$ cat src/rtl/dsp_read_channel_decerr.sv
// Read-channel dispatcher for one AXI4 master port.
// Decodes ARADDR to a slave port (or to an internal DECERR responder),
// forwards AR combinationally, and keeps an in-order queue of outstanding
// reads so that R beats are returned to the master in AR issue order.
// Each slave also has an outstanding-transaction limit.
module dsp_read_channel_decerr #(
    parameter int SLV_AMT           = 2,
    parameter int OUTSTANDING_AMT   = 8,
    parameter int OUTST_PER_SLV     = 4,
    parameter int DATA_WIDTH        = 32,
    parameter int ADDR_WIDTH        = 32,
    parameter int TRANS_MST_ID_W    = 5,
    parameter int TRANS_BURST_W     = 2,
    parameter int TRANS_DATA_LEN_W  = 8,
    parameter int TRANS_DATA_SIZE_W = 3,
    parameter int SLV_ID_MSB_IDX    = 30,
    parameter int SLV_ID_LSB_IDX    = 30
) (
    input  logic                                    ACLK_i,
    input  logic                                    ARESET_i,
    // Master AR
    input  logic [TRANS_MST_ID_W-1:0]               m_ARID_i,
    input  logic [ADDR_WIDTH-1:0]                   m_ARADDR_i,
    input  logic [TRANS_BURST_W-1:0]                m_ARBURST_i,
    input  logic [TRANS_DATA_LEN_W-1:0]             m_ARLEN_i,
    input  logic [TRANS_DATA_SIZE_W-1:0]            m_ARSIZE_i,
    input  logic                                    m_ARVALID_i,
    output logic                                    m_ARREADY_o,
    // Master R
    output logic [TRANS_MST_ID_W-1:0]               m_RID_o,
    output logic [DATA_WIDTH-1:0]                   m_RDATA_o,
    output logic [1:0]                              m_RRESP_o,
    output logic                                    m_RLAST_o,
    output logic                                    m_RVALID_o,
    input  logic                                    m_RREADY_i,
    // Slave-arbitration AR
    output logic [TRANS_MST_ID_W*SLV_AMT-1:0]       sa_ARID_o,
    output logic [ADDR_WIDTH*SLV_AMT-1:0]           sa_ARADDR_o,
    output logic [TRANS_BURST_W*SLV_AMT-1:0]        sa_ARBURST_o,
    output logic [TRANS_DATA_LEN_W*SLV_AMT-1:0]     sa_ARLEN_o,
    output logic [TRANS_DATA_SIZE_W*SLV_AMT-1:0]    sa_ARSIZE_o,
    output logic [SLV_AMT-1:0]                      sa_ARVALID_o,
    input  logic [SLV_AMT-1:0]                      sa_ARREADY_i,
    output logic [SLV_AMT-1:0]                      sa_AR_outst_full_o,
    // Slave-arbitration R
    input  logic [TRANS_MST_ID_W*SLV_AMT-1:0]       sa_RID_i,
    input  logic [DATA_WIDTH*SLV_AMT-1:0]           sa_RDATA_i,
    input  logic [2*SLV_AMT-1:0]                    sa_RRESP_i,
    input  logic [SLV_AMT-1:0]                      sa_RLAST_i,
    input  logic [SLV_AMT-1:0]                      sa_RVALID_i,
    output logic [SLV_AMT-1:0]                      sa_RREADY_o
);

    localparam int SEL_W   = SLV_ID_MSB_IDX - SLV_ID_LSB_IDX + 1;
    localparam int TAG_W   = $clog2(SLV_AMT + 1);
    localparam int PTR_W   = $clog2(OUTSTANDING_AMT);
    localparam int QCNT_W  = PTR_W + 1;
    localparam int CNT_W   = $clog2(OUTST_PER_SLV + 1);
    localparam int ID_W    = TRANS_MST_ID_W;
    localparam int LEN_W   = TRANS_DATA_LEN_W;

    localparam logic [TAG_W-1:0]  DECERR_TAG = TAG_W'(SLV_AMT);
    localparam logic [1:0]        RESP_DECERR = 2'b11;

    // Address decode
    logic [SEL_W-1:0]   w_sel;
    logic               w_decerr;
    logic [TAG_W-1:0]   w_push_tag;
    logic [CNT_W-1:0]   w_sel_cnt;
    logic               w_sel_arready;
    logic               w_ar_ok;
    logic               w_ar_hs;

    // Order queue
    logic [TAG_W-1:0]   r_q_tag [OUTSTANDING_AMT];
    logic [ID_W-1:0]    r_q_id  [OUTSTANDING_AMT];
    logic [LEN_W-1:0]   r_q_len [OUTSTANDING_AMT];
    logic [PTR_W-1:0]   r_wr_ptr;
    logic [PTR_W-1:0]   r_rd_ptr;
    logic [QCNT_W-1:0]  r_q_count;
    logic               w_q_full;
    logic               w_q_empty;
    logic [TAG_W-1:0]   w_head_tag;
    logic [ID_W-1:0]    w_head_id;
    logic [LEN_W-1:0]   w_head_len;
    logic               w_head_decerr;

    // R path and per-slave accounting
    logic [LEN_W-1:0]   r_beat_cnt;
    logic               w_r_hs;
    logic               w_r_last_hs;
    logic [CNT_W-1:0]   r_cnt [SLV_AMT];
    logic [SLV_AMT-1:0] w_cnt_inc;
    logic [SLV_AMT-1:0] w_cnt_dec;

    // The AR payload goes to every slave port; only ARVALID is steered.
    assign sa_ARID_o    = {SLV_AMT{m_ARID_i}};
    assign sa_ARADDR_o  = {SLV_AMT{m_ARADDR_i}};
    assign sa_ARBURST_o = {SLV_AMT{m_ARBURST_i}};
    assign sa_ARLEN_o   = {SLV_AMT{m_ARLEN_i}};
    assign sa_ARSIZE_o  = {SLV_AMT{m_ARSIZE_i}};

    assign w_q_full      = (r_q_count == QCNT_W'(OUTSTANDING_AMT));
    assign w_q_empty     = (r_q_count == '0);
    assign w_head_tag    = r_q_tag[r_rd_ptr];
    assign w_head_id     = r_q_id[r_rd_ptr];
    assign w_head_len    = r_q_len[r_rd_ptr];
    assign w_head_decerr = (w_head_tag == DECERR_TAG);

    // Decode the slave-select field and gate AR on queue space and slave limit.
    always_comb begin
        w_sel         = m_ARADDR_i[SLV_ID_MSB_IDX:SLV_ID_LSB_IDX];
        w_decerr      = 1'b1;
        w_push_tag    = DECERR_TAG;
        w_sel_cnt     = '0;
        w_sel_arready = 1'b0;
        for (int k = 0; k < SLV_AMT; k++) begin
            if (w_sel == SEL_W'(k)) begin
                w_decerr      = 1'b0;
                w_push_tag    = TAG_W'(k);
                w_sel_cnt     = r_cnt[k];
                w_sel_arready = sa_ARREADY_i[k];
            end
        end
        // Reset masks the handshake so nothing is pushed while it is held.
        w_ar_ok = m_ARVALID_i & ~w_q_full & ~ARESET_i &
                  (w_decerr | (w_sel_cnt < CNT_W'(OUTST_PER_SLV)));
        for (int k = 0; k < SLV_AMT; k++) begin
            sa_ARVALID_o[k] = w_ar_ok & ~w_decerr & (w_sel == SEL_W'(k));
        end
        m_ARREADY_o = w_ar_ok & (w_decerr | w_sel_arready);
        w_ar_hs     = m_ARVALID_i & m_ARREADY_o;
    end

    // Steer R from the slave (or DECERR responder) at the head of the queue.
    always_comb begin
        m_RID_o     = '0;
        m_RDATA_o   = '0;
        m_RRESP_o   = '0;
        m_RLAST_o   = 1'b0;
        m_RVALID_o  = 1'b0;
        sa_RREADY_o = '0;
        if (!w_q_empty && !ARESET_i) begin
            if (w_head_decerr) begin
                m_RVALID_o = 1'b1;
                m_RID_o    = w_head_id;
                m_RRESP_o  = RESP_DECERR;
                m_RLAST_o  = (r_beat_cnt == w_head_len);
            end else begin
                for (int k = 0; k < SLV_AMT; k++) begin
                    if (w_head_tag == TAG_W'(k)) begin
                        m_RID_o        = sa_RID_i[k*ID_W +: ID_W];
                        m_RDATA_o      = sa_RDATA_i[k*DATA_WIDTH +: DATA_WIDTH];
                        m_RRESP_o      = sa_RRESP_i[k*2 +: 2];
                        m_RLAST_o      = sa_RLAST_i[k];
                        m_RVALID_o     = sa_RVALID_i[k];
                        sa_RREADY_o[k] = m_RREADY_i;
                    end
                end
            end
        end
        w_r_hs      = m_RVALID_o & m_RREADY_i;
        w_r_last_hs = w_r_hs & m_RLAST_o;
    end

    // Queue pointers and occupancy; a same-cycle push and pop leave occupancy unchanged.
    always_ff @(posedge ACLK_i) begin
        if (ARESET_i) begin
            r_wr_ptr  <= '0;
            r_rd_ptr  <= '0;
            r_q_count <= '0;
        end else begin
            if (w_ar_hs) begin
                r_wr_ptr <= r_wr_ptr + PTR_W'(1);
            end
            if (w_r_last_hs) begin
                r_rd_ptr <= r_rd_ptr + PTR_W'(1);
            end
            case ({w_ar_hs, w_r_last_hs})
                2'b10:   r_q_count <= r_q_count + QCNT_W'(1);
                2'b01:   r_q_count <= r_q_count - QCNT_W'(1);
                default: r_q_count <= r_q_count;
            endcase
        end
    end

    // Queue storage; contents are only meaningful under the occupancy count.
    always_ff @(posedge ACLK_i) begin
        if (w_ar_hs) begin
            r_q_tag[r_wr_ptr] <= w_push_tag;
            r_q_id[r_wr_ptr]  <= m_ARID_i;
            r_q_len[r_wr_ptr] <= m_ARLEN_i;
        end
    end

    // DECERR beat counter: advances per accepted beat, clears after the last one.
    always_ff @(posedge ACLK_i) begin
        if (ARESET_i) begin
            r_beat_cnt <= '0;
        end else if (w_r_hs && w_head_decerr) begin
            if (m_RLAST_o) begin
                r_beat_cnt <= '0;
            end else begin
                r_beat_cnt <= r_beat_cnt + LEN_W'(1);
            end
        end
    end

    // Per-slave increment on AR issue and decrement on the final R beat.
    always_comb begin
        w_cnt_inc = '0;
        w_cnt_dec = '0;
        for (int k = 0; k < SLV_AMT; k++) begin
            w_cnt_inc[k] = w_ar_hs & ~w_decerr & (w_sel == SEL_W'(k));
            w_cnt_dec[k] = w_r_last_hs & ~w_head_decerr & (w_head_tag == TAG_W'(k));
            sa_AR_outst_full_o[k] = ~ARESET_i & (r_cnt[k] == CNT_W'(OUTST_PER_SLV));
        end
    end

    // Per-slave outstanding counters; simultaneous inc and dec hold the value.
    always_ff @(posedge ACLK_i) begin
        if (ARESET_i) begin
            for (int k = 0; k < SLV_AMT; k++) begin
                r_cnt[k] <= '0;
            end
        end else begin
            for (int k = 0; k < SLV_AMT; k++) begin
                case ({w_cnt_inc[k], w_cnt_dec[k]})
                    2'b10:   r_cnt[k] <= r_cnt[k] + CNT_W'(1);
                    2'b01:   r_cnt[k] <= r_cnt[k] - CNT_W'(1);
                    default: r_cnt[k] <= r_cnt[k];
                endcase
            end
        end
    end

endmodule
$ cat config.mk
export PLATFORM = sky130hd
export DESIGN_NAME = dsp_read_channel_decerr
export DESIGN_NICKNAME = d
export VERILOG_FILES = /design/src/rtl/dsp_read_channel_decerr.sv
export SDC_FILE = /design/constraint.sdc
export NUM_CORES = 1
export LEC_CHECK = 0
export CORE_AREA = 2 2 112 114
export DETAILED_ROUTE_END_ITERATION = 7
export DIE_AREA = 0 0 114 116
export DONT_BUFFER_PORTS = 1
export HOLD_SLACK_MARGIN = 0.12
export MAX_ROUTING_LAYER = met4
export PLACE_DENSITY_LB_ADDON = 0.08
export SLEW_MARGIN = 20
export SYNTH_ARGS = -nofsm -noshare
export SYNTH_HDL_FRONTEND = slang
export SYNTH_SLANG_ARGS = --single-unit
$ cat constraint.sdc
create_clock -name ACLK_i -period 4.02 [get_ports ACLK_i]
set_input_delay 0.402 -clock ACLK_i [delete_from_list [all_inputs] [get_ports ACLK_i]]
set_output_delay 0.402 -clock ACLK_i [all_outputs]
set_load 0.02 [all_outputs]
==> flow_summary.yaml, run 1 <==
floorplan:
  rows: 40
  ios: 286
  die_x_microns: 114
  coreArea_sq_um: 11900
  die_h_microns: 116
  die_area_sq_um: 13200
  start_util: 0.237
layout:
  syn_to_final_growth_pct: -16.6
  regArea_sq_um: 681
  fillers: 1354
  diodes: 0
  drive_above_1_share: 0.0681
  multi_input_area_sq_um: 1300
  nets: 432
global_routing:
  antenna_found_initial: 0
  grt_max_degree: 44
  grt_pass1_wl_microns: 12400
  grt_pass1_vias: 1942
  grt_use_total: 0.131
  grt-ovfl-total: 0
clock_network:
  post-cts-setup-buffer-count: 0
  clockBufferDepth: 2
  clock-root-buffer: "clkbuf_16"
  cts_tree: "built"
  cts.sinks: 27
  clock_latency_ps: 270
  clk_pin_slew_ps: 70
  postCtsHoldBufs: 0
  cts-resized-gates: 0
  numCtsBuffers: 3
  h-tree-depth: 1
power_and_ir_drop:
  sw_frac_of_total: 0.278
  power_frac_seq: 0.473
  p_clk_frac: 0.376
  powerDensity_nw_per_um2: 274
  p_comb_frac: 0.151
  p_leak_nw: 0.898
  fin_total_pwr_mw: 0.644
  p_sw_mw: 0.179
  internal_power_mw: 0.464
  ir_worst_vdd_mv: 0.156
timing:
  worst_pin_slew_ps: 730
  hold_viol_final: 0
  fin_crit_sh: 0.797
  tns_ps: 0
  setup_viol: 0
  clock_skew_ps: 2.02
  slew_viol_final: 0
  period_needed_ps: 3200
  max_freq_ghz: 0.312
  maxSlewHeadroom: 0.507
  rsz0062_at_grt: "false"
setup_path:
  worstPathRequired_ps: 4220
  crit_path_start_kind: "register"
  max_stage_delay_ps: 560
  slowest_stage: "mux4_2"
  crit_type: "register to register"
  worst_setup_path_end_kind: "register"
  path_cells: "mux4_2 > mux2_2 > or3_4 > nand2_1 > ha_1 > ha_1 > a21o_1 > a21oi_1 > xnor2_1 > or3_1 > a21oi_1"
  worstPathMaxFanout: 4
  arrival_ps: 3410
logic_synthesis:
  ys_ff_latch: 27
  syn_nets: 534
  ys_types: 34
  avgSynthCellArea_sq_um: 7.38
  synth_cells: 382
  synth_warnings: 0
  yosysSeqAreaShare: 0.241
  syn_area_sq_um: 2820
placement:
  routabilityCongestion: 0.677
  dp.final_hpwl_microns: 7290
  io_buffer_count: 0
drt:
  vias_per_cell: 4.64
  initialDrtViolationCount: 61
  wl_per_cell_microns: 21.1
  antenna_violating_nets_post_route: 0
  drc: 0
  routed_wl_microns: 9000
  vias: 1975
  dr.pass1.iters: 4
min_path:
  min-delay-start: "ARESET_i"
  hold_class: "primary input to register"
status:
  outcome: "finished clean"
job:
  drv_cap: 0
==> power by group through the flow <==
stage / clock [mW] / combinational [mW] / sequential [mW]
final: 0.242 / 0.0971 / 0.304
after global routing: 0.260 / 0.111 / 0.306
after CTS: 0.254 / 0.0999 / 0.305
after detailed placement: 0 / 0.0996 / 0.311
after global placement: 0 / 0.0990 / 0.311
after floorplan: 0 / 0.223 / 0.309
==> Yosys cell counts <==
cell type,count,share of area
a2111oi_2,1,0.0053
a211oi_1,2,0.0053
a21o_1,1,0.0027
a21oi_1,46,0.082
a31o_1,1,0.0031
and2_1,1,0.0022
and3_1,1,0.0022
and4_1,1,0.0031
buf_4,100,0.27
clkbuf_1,13,0.017
clkinv_1,1,0.0013
dfxtp_1,13,0.092
edfxtp_1,14,0.15
fa_1,2,0.014
ha_1,12,0.053
inv_1,14,0.019
mux2_2,2,0.0080
mux2i_1,6,0.021
mux4_2,2,0.016
nand2_1,92,0.12
nand2b_1,4,0.0089
nand3_1,5,0.0089
nor2_1,23,0.031
nor2b_1,2,0.0044
nor3_1,3,0.0053
nor4b_1,1,0.0031
o21ai_0,3,0.0053
o32ai_1,1,0.0031
o41ai_1,2,0.0062
or2_2,1,0.0022
or3_1,2,0.0044
or3_4,1,0.0040
xnor2_1,3,0.0093
xor2_1,6,0.019
==> through the flow <==
step | hold slack, ps | util | cell area, sq um | worst slack (ps) | instances
after floorplan | 430 | - | 2820 | 917 | 382
after global placement | 466 | 0.191 | 2270 | 843 | 422
after detailed placement | 467 | 0.191 | 2270 | 795 | 422
after CTS | 187 | 0.197 | 2350 | 784 | 426
after global routing | 189 | 0.197 | 2350 | 671 | 426
final | 195 | 0.197 | 2350 | 817 | 426
==> cell families after synthesis <==
logic type | share of synthesized area
adders and majority gates | 0.0674
muxes | 0.0453
xor gates and xnor gates | 0.0280
AOI/OAI and AO/OA | 0.113
buffers and inverters | 0.303
and+or+nand+nor | 0.202
DFF | 0.241
==> final cells by class <==
class	instances	area share
clock buffer	3	0.0319
clock inverter	1	0.00319
inverter	15	0.0239
multi-input combinational	227	0.554
sequential	27	0.289
tap	147	0.0782
timing repair buffer	6	0.0191
==> cells in the final DEF, fill, tap and decap left out, types with 2 or more instances in the layout <==
cell type  netlist  routed
a211oi_1         2       2
a21oi_1         46      46
buf_4          100       6
clkbuf_16        0       3
dfxtp_1         13      13
edfxtp_1        14      14
fa_1             2       2
ha_1            12      12
inv_1           14      14
mux2_2           2       2
mux2i_1          6       5
mux4_2           2       2
nand2_1         92      92
nand2b_1         4       4
nand3_1          5       5
nor2_1          23      23
nor2b_1          2       2
nor3_1           3       3
o21ai_0          3       3
or3_1            2       2
xnor2_1          3       3
xor2_1           6       6
==> path summary, 6_finish.rpt <==
kind / endpoint / slack [ps] / depth (start not counted)
setup / recovery: r_q_count[3] / 820 / 11
hold / removal: r_q_count[3] / 190 / 1
setup reg to reg: r_q_count[3] / 820 / 11
hold reg to reg: r_rd_ptr[2] / 470 / 1
==> layer usage <==
layer,global-route usage,vias to the layer above,share of wire
li1,-,937,-
met1,0.146,875,0.38
met2,0.193,138,0.45
met3,0.0863,25,0.16
met4,0.0309,0,0.012
met5,-,-,0
==> critical path, delay by kind of cell (launching register included) <==
kind            cells  cell delay (ps)
simple gates        3              870
mux                 2              860
compound gates      3              470
fa+ha+maj           2              470
flops               1              380
xor+xnor            1               90
No activity file was read; power rests on OpenSTA's default activity.
==> run 2: changes to the inputs <==
- clock period: 4.02 -> 2.6 ns (I/O delays scaled with it)
==> run 2 against run 1 <==
The flow now finishes with violations (negative setup slack). Sequential power increased by 54%. Hold slack lost 140 ps. Flip-flop and latch count did not move. Die area unchanged. Maximum frequency increased by 14%. Sequential share of layout area shrank 5.9 points. Total power up 61%. Wire length grew 9.0%. Combinational power rose by 100%. Critical path depth stayed put. Register-to-register slack worse by 1000 ps. Highest routed layer unchanged.
==> flow_summary.yaml, run 2 (same netlist as run 1, synthesis figures left out) <==
status:
  outcome: "finished, violations left"
  violations: "negative setup slack"
setup_path:
  r2r_end: "r_q_count[3]"
  slowest_stage: "mux4_2"
  reg2reg_depth: 11
  path_cells: "mux4_2 > mux2_4 > or3_4 > nand2_4 > ha_4 > ha_1 > a21o_1 > a21oi_2 > xnor2_1 > or3_1 > a21oi_1"
  cp.buffers_inverters: 0
  worstPathMaxFanout: 4
  max_stage_delay_ps: 510
  worst_setup_path_end_kind: "register"
  crit_type: "register to register"
  regToRegSetupSlack_ps: -210
  arrival_ps: 3010
  worstPathRequired_ps: 2810
  path_depth: 11
  crit_path_start_kind: "register"
  path_delay_family: "multiplexers"
global_routing:
  grt-ovfl-total: 0
  grt_pass1_wl_microns: 13800
  grt_use_total: 0.145
  grt_pass1_vias: 2295
  grt_max_degree: 44
  antenna_found_initial: 1
floorplan:
  ios: 286
  rows: 40
  start_util: 0.237
  die_h_microns: 116
  coreArea_sq_um: 11900
  die_x_microns: 114
  die_area_sq_um: 13200
timing:
  fin_ws_ps: -206
  rsz0062_at_grt: "true"
  tns_ps: -726
  clock_skew_ps: 6.31
  hold_viol_final: 0
  worst_pin_slew_ps: 454
  hold_ws_ps: 54.1
  fin_crit_sh: 1.08
  slew_viol_final: 0
  setup_viol: 7
  max_freq_ghz: 0.356
  maxSlewHeadroom: 0.697
  period_needed_ps: 2810
min_path:
  min-delay-start: "ARESET_i"
  hold_class: "primary input to register"
  min_path_cells: 1
  min_to: "r_q_count[3]"
drt:
  antenna_violating_nets_post_route: 0
  dr.pass1.iters: 4
  drc: 0
  initialDrtViolationCount: 112
  vias_per_cell: 4.60
  routed_wl_microns: 9810
  wl_per_cell_microns: 19.9
  vias: 2264
power_and_ir_drop:
  ir_worst_vdd_mv: 0.231
  powerDensity_nw_per_um2: 348
  p_comb_frac: 0.192
  p_clk_frac: 0.356
  sw_frac_of_total: 0.277
  p_sw_mw: 0.287
  p_leak_nw: 1.25
  power_frac_seq: 0.452
  internal_power_mw: 0.750
layout:
  finalInstanceArea_sq_um: 2980
  nets: 497
  drive_above_1_share: 0.288
  syn_to_final_growth_pct: 5.55
  final_cell_mix: "nand2_1 (90), buf_4 (66), a21oi_1 (39)"
  finalNonFillerCells: 492
  mostFrequentLayoutCell: "nand2_1"
clock_network:
  clockBufferDepth: 2
  postCtsHoldBufs: 4
  cts_tree: "built"
  clock_latency_ps: 270
  numCtsBuffers: 3
  clock-root-buffer: "clkbuf_16"
  clk_pin_slew_ps: 70
  h-tree-depth: 1
  cts.sinks: 27
placement:
  dp.final_hpwl_microns: 8050
  dp.cells: 480
  routabilityCongestion: 0.684
  placedInstanceArea_sq_um: 2760
  io_buffer_count: 0
job:
  drv_cap: 0
run 2: changes by cell type in the layout (fill, tap and decap cells not counted), moves of 2 or more:
cell           change
buf_4             +60
a21oi_1            -7
a21oi_2            +7
dlygate4sd3_1      +4
ha_1               -4
ha_4               +3
fa_1               -2
fa_2               +2
nand2_1            -2
run 2: power by group through the flow:
stage / clock network, mW / logic [mW] / registers, mW
after detailed placement: 0 / 0.192 / 0.480
after floorplan: 0 / 0.349 / 0.477
after global placement: 0 / 0.191 / 0.480
final: 0.369 / 0.199 / 0.469
after CTS: 0.381 / 0.200 / 0.470
after global routing: 0.397 / 0.222 / 0.471
run 2: final cells by class:
| type | instances | area (sq um) |
|---|---|---|
| fill | 1339 | 8930 |
| multi-input combinational | 227 | 1410 |
| sequential | 27 | 684 |
| timing repair buffer | 71 | 556 |
| tap | 147 | 184 |
| clock buffer | 3 | 75.1 |
| inverter | 15 | 56.3 |
| clock inverter | 1 | 7.51 |
| antenna | 1 | 2.50 |
run 2: worst max-delay path by stage:
stage          slack, ps            to
2_1_floorplan       -190  r_q_count[3]
3_3_place_gp        -210  r_q_count[3]
3_5_place_dp        -240  r_q_count[3]
4_1_cts             -240  r_q_count[3]
5_1_grt             -340  r_q_count[3]
6_report            -210  r_q_count[3]
run 2: metal layers:
layer / vias up / global-route usage / part of all wire
li1: 1073 / - / -
met3: 20 / 0.0858 / 0.13
met2: 139 / 0.216 / 0.46
met4: 0 / 0.0390 / 0.011
met1: 1032 / 0.166 / 0.39
met5: - / - / 0
run 2: metrics by stage:
step / total power, mW / util / worst slack [ps]
finish: 1.04 / 0.250 / -206
global route: 1.09 / 0.250 / -335
CTS: 1.05 / 0.247 / -236
detailed placement: 0.672 / 0.231 / -243
global placement: 0.671 / 0.231 / -207
floorplan: 0.826 / - / -195
run 2: repair_timing:
action                                 4_1_cts  5_1_grt
buffers inserted                             3        1
resized for setup                            8        8
setup endpoints to repair                   35       17
pin swaps                                    3        2
endpoints found under the hold margin       15        4
==> edit, RTL diff (config.mk and constraints of run 2) <==
The parameter `TRANS_MST_ID_W` goes from 5 to 7.
--- a/src/rtl/dsp_read_channel_decerr.sv
+++ b/src/rtl/dsp_read_channel_decerr.sv
@@ -10,5 +10,5 @@
     parameter int DATA_WIDTH        = 32,
     parameter int ADDR_WIDTH        = 32,
-    parameter int TRANS_MST_ID_W    = 5,
+    parameter int TRANS_MST_ID_W    = 7,
     parameter int TRANS_BURST_W     = 2,
     parameter int TRANS_DATA_LEN_W  = 8,
Interface: changed (resized m_ARID_i, m_RID_o, sa_ARID_o and sa_RID_i); port bits go from 286 to 298. The function was not compared with the original's and may differ.
==> edit against run 2 <==
- the flow still finishes with violations (setup timing)
- total power up 1.1%
- sequential cell count did not move
- worst hold slack improved by 6.3 ps
- area after synthesis up 3.1%
- cell count is 2.6% higher
- first-iteration DRC count fell by 39%
- final area is 4.8% higher
- combinational power rose by 8%
- critical path depth is the same
- worst setup slack got worse by 19 ps
- wire length rose by 11%
- largest power group unchanged
==> edit: results (changes against run 2) <==
Clock tree
  – Max H-tree Level: 1 (unchanged)
  – Clock slew at reported path FFs: 70 ps (about the same)
  – Clock root cell: clkbuf_16
  – Max clock buf depth: 2 (unchanged)
  – Num CTS Buffers: 3 (unchanged)
  – Worst skew pair latency: 260 ps
  – Cts hold-fix bufs: 4 (unchanged)

Final layout
  – Ratio of cells with drive above 1 in the final layout: 30.3% (+1.5 points)
  – Fillers: 1335 (-0.30%)
  – Final nets: 516 (+3.8%)

Drt
  – DRT Pass-1 Iters: 4 (unchanged)
  – Detailed Route WL: 10900 um (+11%)
  – Vias per cell: 4.69 (+1.8%)
  – WL per Instance: 21.6 um (+8.1%)
  – Initial DRC Count: 68 (-39%)

Global route
  – GRT Overall Usage: 15.5% (+0.97 points)
  – Initial antenna violation count: 1 (unchanged)
  – Vias in the first global route: 2341 (+2.0%)
  – Largest net degree at the start of global routing: 46 (+4.5%)
  – First-pass GRT wire length: 14700 um (+6.2%)

Placed design
  – Pre-CTS setup slack: -256 ps (-12.9 ps)
  – DP HPWL: 8720 um (+8.3%)
  – Placed insts: 490 (+2.1%)
  – Port Buf Inserts: 0 (unchanged)
  – Final GP Congestion: 0.708 (+3.5%)

Worst setup path
  – CP Max Fanout: 3 (-1)
  – Reg-to-reg endpoint: r_q_count[3]
  – Critical path's slowest cell: mux4_2
  – Cell family with most CP delay: multiplexers
  – Reg2Reg Depth: 11 (unchanged)
  – Critical Path Max Stage Delay: 500 ps
  – CP arrival: 3020 ps (about the same)

Timing
  – Finish-stage setup viols: 7 (unchanged)
  – Clock Skews: 6.01 ps (-0.306 ps)
  – Hold_ws: 60.5 ps (+6.33 ps)
  – Final setup margin: -224 ps (-18.7 ps)
  – Worst-margin pin slew: 488 ps (+33.5 ps)

Worst hold path
  – Worst hold path endpoint: r_q_count[3]
  – Hold WC Path Type: in -> reg
  – Hold Path Stages: 1 (unchanged)
  – Min-delay src: ARESET_i

Yosys
  – Synth Net Count: 551 (+3.2%)
  – Syn Inst Count: 393 (+2.9%)
  – Synth top cells by count: buf_4, nand2_1, a21oi_1
  – Top-area cell type share of the netlist area: 26.9% (+0.23 points)
  – Register area share after synthesis: 23.4% (-0.73 points)
  – Top_reg_cell synth: edfxtp_1
  – Post-synth ARST share: 0% (unchanged)
  – Yosys warning count: 0 (unchanged)
  – Top cells by area, synth: buf_4, edfxtp_1, nand2_1, dfxtp_1, a21oi_1
  – EDFF count, synth: 14 (unchanged)
  – Cell variety after synth: 37 (+8.8%)

Power
  – Leak: 1.33 nW (+6.4%)
  – VDD IR-drop max: 0.233 mV (+0.95%)

Status
  – Outcome: finished, violations left
  – Failing checks: setup timing
edit: power breakdown:
| part | switching (mW) | total [mW] | internal, mW | leakage [nW] |
|---|---|---|---|---|
| Combinational | 0.125 | 0.215 | 0.0902 | 1.06 |
| Clock | 0.155 | 0.364 | 0.209 | 0.0371 |
| Sequential | 0.00823 | 0.469 | 0.460 | 0.238 |
| Total | 0.288 | 1.05 | 0.760 | 1.33 |
edit: layout make-up:
| class | count | area share [%] |
|---|---|---|
| antenna | 1 | 0.0803 |
| clock inverter | 1 | 0.241 |
| sequential | 27 | 21.9 |
| inverter | 15 | 1.81 |
| multi-input combinational | 233 | 46.7 |
| timing repair buffer | 78 | 21.0 |
| tap | 147 | 5.90 |
| clock buffer | 3 | 2.41 |
edit: worst register-to-register path, delay by kind of cell (launching register included):
kind | cells | cell delay [ps]
AOI/OAI and AO/OA | 3 | 410
xor gates and xnor gates | 1 | 80
adders and majority gates | 2 | 360
DFF | 1 | 350
muxes | 2 | 790
and+or+nand+nor | 3 | 760
edit: cell families (layout without fill, tap and decap cells):
kind of cell	Yosys count	in the layout	synth area share, %
simple gates	141	141	20.2
buf+inv	133	97	30.9
compound gates	59	59	11.5
flops	27	27	23.4
fa+ha+maj	14	14	6.54
mux	10	10	4.78
xor+xnor	9	9	2.71
other cells	0	1	0
edit: how the worst max path moves through the flow:
| stage | start | to | slack, ps |
|---|---|---|---|
| 2_1_floorplan | flop | r_q_count[3] | -280 |
| 3_3_place_gp | flop | r_q_count[3] | -200 |
| 3_5_place_dp | flop | r_q_count[3] | -260 |
| 4_1_cts | flop | r_q_count[3] | -270 |
| 5_1_grt | flop | r_q_count[3] | -320 |
| 6_report | flop | r_q_count[3] | -220 |
edit: repair_timing:
| item | in CTS | in global routing |
|---|---|---|
| cloned | 0 | 2 |
| resized for setup | 9 | 11 |
| setup endpoints to repair | 33 | 16 |
| hold endpoints to repair | 15 | 4 |
| pin swaps | 3 | 3 |
| buffers inserted | 2 | 2 |
edit: through the flow:
stage                     TNS [ps]  util [%]  instance area (um2)
after floorplan              -1470         -                 2950
after global placement        -648      23.7                 2830
after detailed placement      -722      23.7                 2830
after CTS                     -904      25.3                 3010
after global routing         -1420      26.2                 3120
final                         -812      26.2                 3120
edit: per-layer routing:
metal | vias up | share of wire (%) | GRT usage, %
li1 | 1109 | - | -
met1 | 1085 | 38 | 17.2
met2 | 152 | 46 | 22.5
met5 | - | 0 | -
met3 | 20 | 15 | 10.9
met4 | 0 | 1.2 | 3.98
